File: src/rtl/sram_pkg.sv
// Shared types and byte helpers for the simple-dual-port SRAM (sram_dp_init).
// Optional build macro used by the design: SRAM_PARITY_EN.
package sram_pkg;

    // Clear-sequencer states.
    typedef enum logic {
        ST_INIT  = 1'b0,
        ST_READY = 1'b1
    } state_e;

    // Even parity of one byte: the XOR of its bits.
    function automatic logic byte_parity(input logic [7:0] b);
        return ^b;
    endfunction

    // Per-byte merge: take the new byte when its enable is set, else keep the old one.
    function automatic logic [7:0] byte_merge(input logic [7:0] old_b,
                                              input logic [7:0] new_b,
                                              input logic       be);
        return be ? new_b : old_b;
    endfunction

endpackage

File: src/rtl/sram_init_fsm.sv
// Clear sequencer for sram_dp_init.
// - Holds the state register and the clear counter.
// - Drives INIT_BUSY.
// - Muxes the array write port between the sequencer and the user port.
//   While clearing, user writes and reads are locked out.
module sram_init_fsm #(
    parameter int              AW       = 4,
    parameter int              DW       = 8,
    parameter logic [DW-1:0]   INIT_VAL = {DW{1'b0}}
) (
    input  logic              CLK,
    input  logic              RST_N,
    input  logic              i_init_req,
    input  logic              i_wren,
    input  logic [AW-1:0]     i_waddr,
    input  logic [DW-1:0]     i_wdata,
    input  logic [DW/8-1:0]   i_wbe,
    input  logic              i_pinj,
    input  logic              i_rden,
    output logic              o_busy,
    output logic              o_we,
    output logic [AW-1:0]     o_waddr,
    output logic [DW-1:0]     o_wdata,
    output logic [DW/8-1:0]   o_wbe,
    output logic              o_pinj,
    output logic              o_rden
);
    import sram_pkg::*;

    localparam int            NB        = DW / 8;
    localparam logic [AW-1:0] LAST_ADDR = {AW{1'b1}};

    state_e        r_state;
    logic [AW-1:0] r_cnt;

    // State and clear counter: one word per cycle while clearing; a request restarts the clear only from READY.
    always_ff @(posedge CLK or negedge RST_N) begin
        if (!RST_N) begin
            r_state <= ST_INIT;
            r_cnt   <= {AW{1'b0}};
        end else begin
            case (r_state)
                ST_INIT: begin
                    r_cnt <= r_cnt + AW'(1'b1);
                    if (r_cnt == LAST_ADDR) begin
                        r_state <= ST_READY;
                    end else begin
                        r_state <= ST_INIT;
                    end
                end
                ST_READY: begin
                    if (i_init_req) begin
                        r_state <= ST_INIT;
                        r_cnt   <= {AW{1'b0}};
                    end else begin
                        r_state <= ST_READY;
                        r_cnt   <= r_cnt;
                    end
                end
                default: begin
                    r_state <= ST_INIT;
                    r_cnt   <= {AW{1'b0}};
                end
            endcase
        end
    end

    assign o_busy = (r_state == ST_INIT);

    // Write-port mux: the sequencer owns the array while clearing; otherwise the user port passes through.
    always_comb begin
        o_we    = 1'b0;
        o_waddr = {AW{1'b0}};
        o_wdata = {DW{1'b0}};
        o_wbe   = {NB{1'b0}};
        o_pinj  = 1'b0;
        o_rden  = 1'b0;
        if (r_state == ST_INIT) begin
            o_we    = 1'b1;
            o_waddr = r_cnt;
            o_wdata = INIT_VAL;
            o_wbe   = {NB{1'b1}};
            o_pinj  = 1'b0;
            o_rden  = 1'b0;
        end else begin
            o_we    = i_wren;
            o_waddr = i_waddr;
            o_wdata = i_wdata;
            o_wbe   = i_wbe;
            o_pinj  = i_pinj;
            o_rden  = i_rden;
        end
    end

endmodule

File: src/rtl/sram_dp_init.sv
// Parametrised simple-dual-port synchronous SRAM.
// - Provides per-byte write enables.
// - The read port is registered and flags each read beat with RVALID.
// - A same-cycle read and write to one address is write-first.
// - The clear sequencer writes INIT_VAL to every word after reset or on INIT_REQ.
// Optional build macro: SRAM_PARITY_EN.
// - Stores one even-parity bit per byte.
// - PINJ corrupts the stored parity of the bytes being written.
// - PERR flags a mismatch on a read beat.
module sram_dp_init #(
    parameter int            DW       = 8,
    parameter int            AW       = 4,
    parameter logic [DW-1:0] INIT_VAL = {DW{1'b0}}
) (
    input  logic              CLK,
    input  logic              RST_N,
    input  logic              WREN,
    input  logic [AW-1:0]     WADDR,
    input  logic [DW-1:0]     WDATA,
    input  logic [DW/8-1:0]   WBE,
    input  logic              PINJ,
    input  logic              RDEN,
    input  logic [AW-1:0]     RADDR,
    output logic [DW-1:0]     RDATA,
    output logic              RVALID,
    input  logic              INIT_REQ,
    output logic              INIT_BUSY,
    output logic              PERR
);
    import sram_pkg::*;

    localparam int DEPTH = 2 ** AW;
    localparam int NB    = DW / 8;

    logic            w_busy;
    logic            w_we;
    logic [AW-1:0]   w_waddr;
    logic [DW-1:0]   w_wdata;
    logic [NB-1:0]   w_wbe;
    logic            w_pinj;
    logic            w_rden;

    logic [DW-1:0]   r_mem [DEPTH];
    logic [DW-1:0]   w_old;
    logic [NB-1:0]   w_byp;
    logic [DW-1:0]   w_rd_word;
    logic            w_perr;

    logic [DW-1:0]   r_rdata;
    logic            r_rvalid;
    logic            r_perr;

    sram_init_fsm #(
        .AW       (AW),
        .DW       (DW),
        .INIT_VAL (INIT_VAL)
    ) u_init_fsm (
        .CLK        (CLK),
        .RST_N      (RST_N),
        .i_init_req (INIT_REQ),
        .i_wren     (WREN),
        .i_waddr    (WADDR),
        .i_wdata    (WDATA),
        .i_wbe      (WBE),
        .i_pinj     (PINJ),
        .i_rden     (RDEN),
        .o_busy     (w_busy),
        .o_we       (w_we),
        .o_waddr    (w_waddr),
        .o_wdata    (w_wdata),
        .o_wbe      (w_wbe),
        .o_pinj     (w_pinj),
        .o_rden     (w_rden)
    );

    // Data array write: only the enabled bytes change; the array itself is never reset.
    always_ff @(posedge CLK) begin
        if (w_we) begin
            for (int i = 0; i < NB; i++) begin
                if (w_wbe[i]) begin
                    r_mem[w_waddr][8*i +: 8] <= w_wdata[8*i +: 8];
                end
            end
        end
    end

`ifdef SRAM_PARITY_EN
    logic [NB-1:0] r_par [DEPTH];

    // Parity array write: even parity per written byte, inverted when injection is requested.
    always_ff @(posedge CLK) begin
        if (w_we) begin
            for (int i = 0; i < NB; i++) begin
                if (w_wbe[i]) begin
                    r_par[w_waddr][i] <= byte_parity(w_wdata[8*i +: 8]) ^ w_pinj;
                end
            end
        end
    end
`endif

    // Read path: write-first merge of same-address bytes, parity check only on bytes read from the array.
    always_comb begin
        w_old     = r_mem[RADDR];
        w_byp     = {NB{1'b0}};
        w_rd_word = {DW{1'b0}};
        w_perr    = 1'b0;
        for (int i = 0; i < NB; i++) begin
            w_byp[i] = w_we && w_wbe[i] && (w_waddr == RADDR);
            w_rd_word[8*i +: 8] = byte_merge(w_old[8*i +: 8], w_wdata[8*i +: 8], w_byp[i]);
`ifdef SRAM_PARITY_EN
            if (!w_byp[i] && (byte_parity(w_old[8*i +: 8]) != r_par[RADDR][i])) begin
                w_perr = 1'b1;
            end else begin
                w_perr = w_perr;
            end
`endif
        end
    end

`ifndef SRAM_PARITY_EN
    logic w_unused_pinj;
    assign w_unused_pinj = w_pinj;
`endif

    // Read register: RDATA loads on an accepted read and holds otherwise; RVALID and PERR pulse once per read.
    always_ff @(posedge CLK or negedge RST_N) begin
        if (!RST_N) begin
            r_rdata  <= {DW{1'b0}};
            r_rvalid <= 1'b0;
            r_perr   <= 1'b0;
        end else begin
            r_rvalid <= w_rden;
            r_perr   <= w_rden & w_perr;
            if (w_rden) begin
                r_rdata <= w_rd_word;
            end else begin
                r_rdata <= r_rdata;
            end
        end
    end

    assign RDATA     = r_rdata;
    assign RVALID    = r_rvalid;
    assign PERR      = r_perr;
    assign INIT_BUSY = w_busy;

endmodule

File: config.mk
export PLATFORM = sky130hd
export DESIGN_NAME = sram_dp_init
export DESIGN_NICKNAME = d
export VERILOG_FILES = /design/src/rtl/sram_pkg.sv /design/src/rtl/sram_init_fsm.sv /design/src/rtl/sram_dp_init.sv
export SDC_FILE = /design/constraint.sdc
export NUM_CORES = 1
export LEC_CHECK = 0
export CAP_MARGIN = 20
export CORE_UTILIZATION = 53
export DETAILED_ROUTE_END_ITERATION = 12
export GPL_TIMING_DRIVEN = 1
export PLACE_DENSITY = 0.73
export SETUP_SLACK_MARGIN = 0.4
export SYNTH_ARGS = -nofsm -noshare
export SYNTH_HDL_FRONTEND = slang
export SYNTH_HIERARCHICAL = 1
export SYNTH_SLANG_ARGS = --single-unit
File: constraint.sdc
create_clock -name CLK -period 2.35 [get_ports CLK]
set_input_delay 0.5875 -clock CLK [delete_from_list [all_inputs] [get_ports CLK]]
set_output_delay 0.5875 -clock CLK [all_outputs]
set_load 0.005 [all_outputs]
==> impl_metrics.toml <==
[sta]
hold_viol_final = 0
skew_ps = 4.92
setup_slack_ps = 264
tightest_slew_ps = 704
period_needed_ps = 2090
max_freq_mhz = 479
rsz0062_at_grt = "yes"
timing.final.crit_share_pct = 88.8
relSlewSlack_pct = 53.1
slew_viol_final = 0
hold_ws_ps = 467
final-setup-viol-count = 0

[status]
outcome = "complete, no violations"

[drt]
drt-total-wl_mm = 13.4
drtPass1Iterations = 5
ant_nets = 0
vias = 3279
first_iter_violations = 312
wl_per_cell_um = 25.1
drc = 0
viasPerCell = 6.16

[cells_and_area]
fin_nets = 408
finalNonFillerCells = 532
drive_above_1_share_pct = 33.1
final_common_cell = "edfxtp_1"
area_growth_pct = 26.5
diodes = 0
final_util_pct = 70.1
mostFrequentLayoutCells = "edfxtp_1 (128), buf_4 (35), mux4_2 (25)"

[critical_path]
path_cells = "mux2_4 > xnor2_2 > nand3_2 > o31a_1 > a221o_1"
arrival_ps = 2480
critPathSlowestCell = "dfrtp_2"
end_kind = "register"
timing.rr.start = "u_init_fsm/r_state"
crit_required_ps = 2740
critPathLaunch = "u_init_fsm/r_state"
crit_path_max_incr_delay_ps = 480
critical_path_class = "reg -> reg"
worstPathMaxFanout = 8
start_kind = "register"

[worst_hold_path]
worstHoldPathType = "in -> async"

[pwr]
ir_drop_uv = 570
powerDensity_mw_per_mm2 = 1190
leakage_nw = 2.68

[place]
hpwlAfterDp_mm = 7.75
numPlacedInstances = 494
place.gp.congestion = 0.832
pre_cts_ws_ps = -273
port_buffers = 31

[synthesis]
synth_warnings = 6
synth_cells = 298
syn-num-nets = 322
netlist_area_mm2 = 0.00580
avgSynthCellArea_um2 = 19.4

[clocking]
clock-sinks = 142
clock_latency_ps = 530
htreeDepth = 4
cts-root-buf = "clkbuf_8"
clock_path_buffers = 2
clk_pin_slew_ps = 60
numCtsBuffers = 17
cts_tree = "done"

[grt]
grt_max_degree = 18
antenna_found_initial = 0
grt_usage_pct = 24.6
grt_pass1_wl_mm = 19.2
grt_pass1_vias = 3307
grt_overflow = 0

[die]
io_pins = 34
die_y_um = 107
initial_core_util_pct = 55.4
die_x_um = 107
die_area_mm2 = 0.0114
num_rows = 37
core_region_area_mm2 = 0.0105

[job]
max_cap_viol_count = 0
-- layer usage --
layer,share of wire (%),global-route usage [%],up-vias
li1,-,-,1384
met1,39,31.9,1676
met2,49,38.2,182
met3,7.5,6.75,37
met4,3.8,12.7,0
met5,0,0,-
-- metrics by stage --
step	setup TNS, ps	area, um^2	power, mW
after CTS	0	7270	8.51
after detailed placement	-3520	6580	5.78
after floorplan	0	5840	4.83
after global routing	0	7330	8.96
after global placement	-2280	6580	5.69
final	0	7330	8.69
-- where the power goes --
part / leakage (nW) / internal (mW) / switching, mW / total (mW)
clock: 0.288 / 1.70 / 0.978 / 2.68
sequential: 1.37 / 3.50 / 0.217 / 3.72
combinational: 1.02 / 1.05 / 1.24 / 2.29
-- sequential cells by signal (all words and copies together) (netlist names) --
| register | count |
|---|---|
| r_mem | 128 |
| u_init_fsm/r_state | 1 |
| RVALID | 1 |
| RDATA | 8 |
| u_init_fsm/r_cnt | 4 |
-- worst max-delay path: cells and delay by family (launching register included) --
kind                      cells  cell delay (ps)
xor gates and xnor gates      1              170
AOI/OAI and AO/OA             2              810
muxes                         1              370
and+or+nand+nor               1              110
DFF                           1              480
-- timing repair --
| item | 4_1_cts | 5_1_grt |
|---|---|---|
| resized for setup | 19 | 14 |
| hold endpoints to repair | 0 | 0 |
| hold buffers | 0 | 0 |
| buffers inserted | 4 | 2 |
| gates cloned | 1 | 0 |
| setup endpoints to repair | 113 | 113 |
| pin swaps | 2 | 6 |
-- area by class of cell --
type	count	area, um^2
Multi-Input combinational cell	138	1540
Fill cell	625	3130
Clock buffer	18	418
Tap cell	136	170
Sequential cell	142	4200
Timing Repair Buffer	83	832
Inverter	2	7.51
Clock inverter	13	173
-- worst paths after layout --
check / to / slack (ps) / cells past startpoint
setup reg to reg: RDATA[6] / 260 / 5
min in group CLK: u_init_fsm/r_cnt[2] / 570 / 1
hold reg to reg: u_init_fsm/r_cnt[2] / 570 / 1
hold / removal: RDATA[2] / 470 / 1
setup / recovery: RDATA[6] / 260 / 5
max in group asynchronous: u_init_fsm/r_state / 1420 / 1
(Power assumes the default switching activity.)
